### src/rtl/seven_seg_scan_ctrl.sv
// Scan controller for a common-anode multi-digit 7-segment display.
// One shared decoder is fed the nibble of the digit currently being scanned,
// each slot opens with a short all-dark guard interval against ghosting, and
// newly loaded data is double-buffered so it only takes effect between frames.
module seven_seg_scan_ctrl #(
  parameter int NUM_DIGITS   = 4,
  parameter int REFRESH_DIV  = 50000,
  parameter int BLANK_CYCLES = 2
) (
  input  logic                    clk,
  input  logic                    reset,
  input  logic                    load,
  input  logic [4*NUM_DIGITS-1:0] data_in,
  input  logic [NUM_DIGITS-1:0]   digit_en,
  output logic [3:0]              hex_digit,
  output logic [NUM_DIGITS-1:0]   an_n,
  output logic                    frame_done,
  output logic                    load_ack
);

  localparam int CNT_W  = (REFRESH_DIV > 1) ? $clog2(REFRESH_DIV) : 1;
  localparam int IDX_W  = (NUM_DIGITS > 1) ? $clog2(NUM_DIGITS) : 1;
  localparam int DATA_W = 4 * NUM_DIGITS;

  // Slot phase: BLANK keeps every anode dark, DRIVE lights the scanned digit.
  typedef enum logic {
    ST_BLANK = 1'b0,
    ST_DRIVE = 1'b1
  } state_t;

  state_t              state_q, state_d;
  logic [CNT_W-1:0]    cnt_q, cnt_d;
  logic [IDX_W-1:0]    idx_q, idx_d;
  logic [DATA_W-1:0]   active_q, active_d;
  logic [DATA_W-1:0]   pending_q, pending_d;
  logic                pend_v_q, pend_v_d;
  logic [3:0]          hex_digit_q, hex_digit_d;
  logic [NUM_DIGITS-1:0] an_n_q, an_n_d;
  logic                frame_done_q, frame_done_d;
  logic                load_ack_q, load_ack_d;

  logic cnt_last;
  logic idx_last;
  logic boundary;

  // Slot counter, digit index and the frame boundary (last cycle of the last slot).
  always_comb begin
    cnt_last = (cnt_q == CNT_W'(REFRESH_DIV - 1));
    idx_last = (idx_q == IDX_W'(NUM_DIGITS - 1));
    boundary = cnt_last && idx_last;
    cnt_d    = cnt_last ? '0 : cnt_q + 1'b1;
    idx_d    = idx_q;
    if (cnt_last) begin
      idx_d = idx_last ? '0 : idx_q + 1'b1;
    end
  end

  // Double buffer: pending is promoted at the boundary; a load on that same
  // edge becomes the next pending value instead of being lost.
  always_comb begin
    active_d  = active_q;
    pending_d = pending_q;
    pend_v_d  = pend_v_q;
    if (boundary && pend_v_q) begin
      active_d = pending_q;
      pend_v_d = 1'b0;
    end
    if (load) begin
      pending_d = data_in;
      pend_v_d  = 1'b1;
    end
  end

  // Next slot phase, following where the counter lands on this edge.
  always_comb begin
    state_d = state_q;
    case (state_q)
      ST_BLANK: if (cnt_d >= CNT_W'(BLANK_CYCLES)) state_d = ST_DRIVE;
      ST_DRIVE: if (cnt_d <  CNT_W'(BLANK_CYCLES)) state_d = ST_BLANK;
      default:  state_d = ST_BLANK;
    endcase
  end

  // Output values for the coming cycle, derived from next-state so the
  // registered outputs line up with the counter they describe.
  always_comb begin
    an_n_d = '1;
    if (state_d == ST_DRIVE) begin
      an_n_d[idx_d] = ~digit_en[idx_d];
    end
    hex_digit_d  = active_d[int'(idx_d) * 4 +: 4];
    frame_done_d = boundary;
    load_ack_d   = boundary && pend_v_q;
  end

  // State and output registers; reset darkens the anodes immediately.
  always_ff @(posedge clk or posedge reset) begin
    if (reset) begin
      state_q      <= ST_BLANK;
      cnt_q        <= '0;
      idx_q        <= '0;
      active_q     <= '0;
      pending_q    <= '0;
      pend_v_q     <= 1'b0;
      hex_digit_q  <= '0;
      an_n_q       <= '1;
      frame_done_q <= 1'b0;
      load_ack_q   <= 1'b0;
    end else begin
      state_q      <= state_d;
      cnt_q        <= cnt_d;
      idx_q        <= idx_d;
      active_q     <= active_d;
      pending_q    <= pending_d;
      pend_v_q     <= pend_v_d;
      hex_digit_q  <= hex_digit_d;
      an_n_q       <= an_n_d;
      frame_done_q <= frame_done_d;
      load_ack_q   <= load_ack_d;
    end
  end

  assign hex_digit  = hex_digit_q;
  assign an_n       = an_n_q;
  assign frame_done = frame_done_q;
  assign load_ack   = load_ack_q;

endmodule
### config.mk
export PLATFORM = sky130hd
export DESIGN_NAME = seven_seg_scan_ctrl
export DESIGN_NICKNAME = d
export VERILOG_FILES = /design/src/rtl/seven_seg_scan_ctrl.sv
export SDC_FILE = /design/constraint.sdc
export NUM_CORES = 1
export LEC_CHECK = 0
export ABC_AREA = 0
export BUFFER_PORTS_ARGS = -buffer_cell sky130_fd_sc_hd__clkbuf_2
export CAP_MARGIN = 20
export CORE_ASPECT_RATIO = 1.2
export CORE_MARGIN = 5
export CORE_UTILIZATION = 58
export CTS_BUF_LIST = sky130_fd_sc_hd__clkbuf_16
export DETAILED_ROUTE_END_ITERATION = 8
export PLACE_DENSITY = 0.79
export REMOVE_ABC_BUFFERS = 1
export SLEW_MARGIN = 40
export SYNTH_ARGS = -nofsm -noshare
export SYNTH_HDL_FRONTEND = slang
export SYNTH_SLANG_ARGS = --single-unit
### constraint.sdc
create_clock -name clk -period 3.29 [get_ports clk]
set_input_delay 0.329 -clock clk [delete_from_list [all_inputs] [get_ports clk]]
set_output_delay 0.329 -clock clk [all_outputs]
set_load 0.05 [all_outputs]
==> results.md <==
Clock network:
- The count of H-tree levels built during CTS is 3.
- TritonCTS built the clock tree.
- For this design, the sink count on the clock tree is a little over 60.
- The clock latency at the later pin of the worst-skew pair is between 0.3 and 0.4 ns.
- In this run the post-CTS setup repair buffer count came out at 0.
- The longest clock path from root to sink contains 2 buffers.
- After clock tree synthesis, the clock-pin slew on the worst setup and hold paths is 0.05 ns.
- In this run, CTS created clock tree buffers numbering 9.
- The number of hold-repair buffers added at the cts stage is 0.
- In this run, post-CTS repair resized a total of 0 instances.
- In this run the clock root is driven by a clkbuf_16.

Setup path:
- The critical path launch point type is a flop.
- Along the worst path, the maximum fanout reaches 5.
- For the worst setup path, the data required time is about 3.5 ns.
- The sort of element at the end of the critical path is a flop.
- The type of the setup path with the least slack is flop to flop.
- Data arrives at the worst endpoint at between 2 and 3 ns.
- The slowest stage of the critical path belongs to the cell or4bb_1.
- For this run, the slowest stage of the critical path takes between 0.5 and 0.6 ns.
- Traced cell by cell, the critical path runs through ha_1 > nand4_1 > nor3_1 > or4bb_1 > a31oi_1 > nand2_1 > a21oi_1.
- The worst reg2reg path depth is 7.

Layout:
- Compared with the post-synthesis result, the final layout area differs by 18.9%.
- The top cell types in the final layout, fill and taps aside, are 58 x dfrtp_1, 32 x clkbuf_2, 28 x mux2_2.
- The area of all placed cells without fillers is 3450 um2.
- At the end of the flow, the number of nets in the layout was ~300.
- The most common cell after layout, fill and taps aside is dfrtp_1.
- Cells with a size suffix above 1 make up roughly a third of the layout.
- The layout has about 360 filler cells.
- 0 antenna diodes ended up in the layout.

GRT:
- The number of global-route vias before repair is 2171.
- The overall track demand over capacity in global routing is around 20%.
- Global routing finished with a remaining overflow of 0.
- The largest net degree at the start of global routing is between 50 and 60.
- The global-route wire length before repair is around 10000 um.
- The initial antenna violation count was 0.

Floorplan:
- Once the floorplan was initialized, standard cells occupied 59.2% of the core.
- The die area is between 6000 and 7000 um2.
- The initialized floorplan defines 28 standard-cell rows.
- The floorplan step set the die width to 74.6 um.
- In this run the standard cell core region covers 4900 um2.
- From bottom edge to top edge, the die measures approximately 88 um.
- During I/O placement, the number of pins put on the boundary was 33.

Route:
- The final wirelength is about 5700 um.
- The total DRC errors in the routed layout is 0.
- The first detailed-routing pass ran for 4 iterations.
- Dividing the detail-routed wire length by the instance count gives around 17 um.
- The antenna violation net count after detailed routing is 0.
- After the first detailed-routing iteration, the DRC count stood at between 100 and 150.
- The ratio of routed vias to standard cells is 5.70.
- The total number of vias is 1909.

Synth:
- After synthesis the cells add up to 2900 um2.
- The count of flip-flops with a built-in enable after synthesis is 0.
- For this run, the number of Yosys warnings is 0.
- In the synthesized netlist the async set-or-reset flop fraction comes to 100%.
- The total of flip-flops plus latches after synthesis is 62.
- The register area share after synthesis is a little over half.
- The dominant register cell in the synthesized netlist is dfrtp_1.
- The count of distinct cell types in the synthesized netlist is between 40 and 50.
- Of all cell types, the one taking the most synthesized area is dfrtp_1.
- The post-synthesis area per instance is roughly 13 um2.
- The top cell type by area accounts for 50.0% of the synthesized area.
- The synthesized instance count is ~230.
- In the post-synthesis netlist, the biggest area contributors are dfrtp_1 50%, mux2_2 11%, mux2i_1 4.1%, dfstp_2 3.6%, xor2_1 2.1%.

Placed design:
- Detailed placement finished with a half-perimeter wire length of roughly 4100 um.
- The congestion estimate from routability-driven global placement came to 0.855.
- In this run the cell area measured after placement is between 3000 and 4000 um2.
- In this run the tool buffered the top-level ports with 32 buffer cells.

Hold path:
- The class of the tightest hold or removal check is input port to asynchronous set/reset pin.

STA:
- Setup repair after global routing left no endpoint under its margin.
- The period utilization is 78.2%.
- In this run the tightest slew margin relative to its limit is 61.0%.
- For the pin with the worst max-slew slack, the measured transition is 0.584 ns.
- The final-report hold violation count is 0.
- The total count of max-transition violations in the final report is 0.
- The final sum of negative setup slack is 0 ns.
- Clock skew on the completed layout was measured at 0.00473 ns.
- The fmax is about 390 MHz.
- The number of endpoints failing setup at the final stage is 0.
- The minimum clock period is approximately 2.6 ns.

Job:
- The max-cap check violation count is 0.

Outcome:
- The run finished with clean final reports.

Pwr:
- For this design the static power due to leakage is roughly 1.7 nW.
- The post-layout total power is roughly 1.9 mW.
- Across the VDD grid, the largest voltage drop is approximately 0.4 mV.
- The ratio of total power to cell area is ~550 nW/um2.
## power breakdown
| group | total (mW) | internal, mW | switching [mW] |
|---|---|---|---|
| logic | 0.0590 | 0.0290 | 0.0300 |
| clock network | 1.04 | 0.726 | 0.312 |
| registers | 0.795 | 0.785 | 0.00981 |
| total | 1.89 | 1.54 | 0.351 |
## through the flow
stage,setup slack (ns),hold slack [ns],std cells,utilization (%)
global placement,0.781,0.469,320,63.7
global route,0.419,0.138,335,70.4
detailed placement,0.718,0.437,320,63.7
CTS,0.680,0.0921,335,70.4
floorplan,0.769,0.443,223,-
finish,0.716,0.0682,335,70.4
## Yosys cell counts, drive strengths merged (2+ instances only)
library cell  count
and4              2
nor2             16
nand4             3
nor3              4
dfstp             4
and3              9
o21ai             2
nand3             5
mux2             32
dfrtp            58
nand2            10
ha                3
nand4b            2
nand4bb           2
xor2              7
xnor2             5
mux2i            13
or3               3
a311oi            3
a31oi             2
buf               2
clkbuf            3
a21oi            12
inv              12
nor4              4
## worst paths after layout
kind | slack (ns) | to | from
min reg2reg | 0.49 | active_q[11] | active_q[11]
max | 0.72 | an_n[1] | cnt_q[0]
max in group asynchronous | 2.55 | an_n[3] | reset
max reg2reg | 0.72 | an_n[1] | cnt_q[0]
min in group clk | 0.23 | pending_q[12] | data_in[12]
min | 0.07 | pending_q[5] | reset
## routing by layer
layer | wire, um | vias to the layer above | part of all wire [%] | GRT usage, %
met2 | 3010 | 44 | 53 | 35.1
met5 | 0 | - | 0 | 0
li1 | - | 913 | - | -
met3 | 278 | 16 | 4.9 | 5.54
met1 | 2290 | 936 | 40 | 23.0
met4 | 150 | 0 | 2.6 | 10.8
## critical path, delay by kind of cell (launching register included)
family                     cells  cell delay [ns]
AOI/OAI and AO/OA              2             0.42
and+or+nand+nor                4             1.41
adders and majority gates      1             0.25
DFF                            1             0.40
## registers in the layout, indices dropped and copies added, names as in the netlist
register	flops
hex_digit	4
load_ack	1
pending_q	16
cnt_q	16
frame_done	1
idx_q	2
state_q	1
pend_v_q	1
active_q	16
an_n	4
## cell type report
cell class	instances	area, um2	area share, %
Clock buffer	9	225	6.52
Clock inverter	6	101	2.94
Inverter	12	47.5	1.38
Multi-Input combinational cell	149	1250	36.2
Sequential cell	62	1560	45.1
Tap cell	60	75.1	2.17
Timing Repair Buffer	37	198	5.73
## cells by family (layout without fill, tap and decap cells)
| kind of cell | Yosys count | after routing | synth area share, % |
|---|---|---|---|
| xor+xnor | 12 | 12 | 3.62 |
| compound gates | 26 | 26 | 6.46 |
| mux | 45 | 45 | 17.0 |
| simple gates | 63 | 63 | 14.6 |
| buf+inv | 18 | 64 | 3.40 |
| fa+ha+maj | 3 | 3 | 1.29 |
| flops | 62 | 62 | 53.6 |
(Power assumes the default switching activity.)
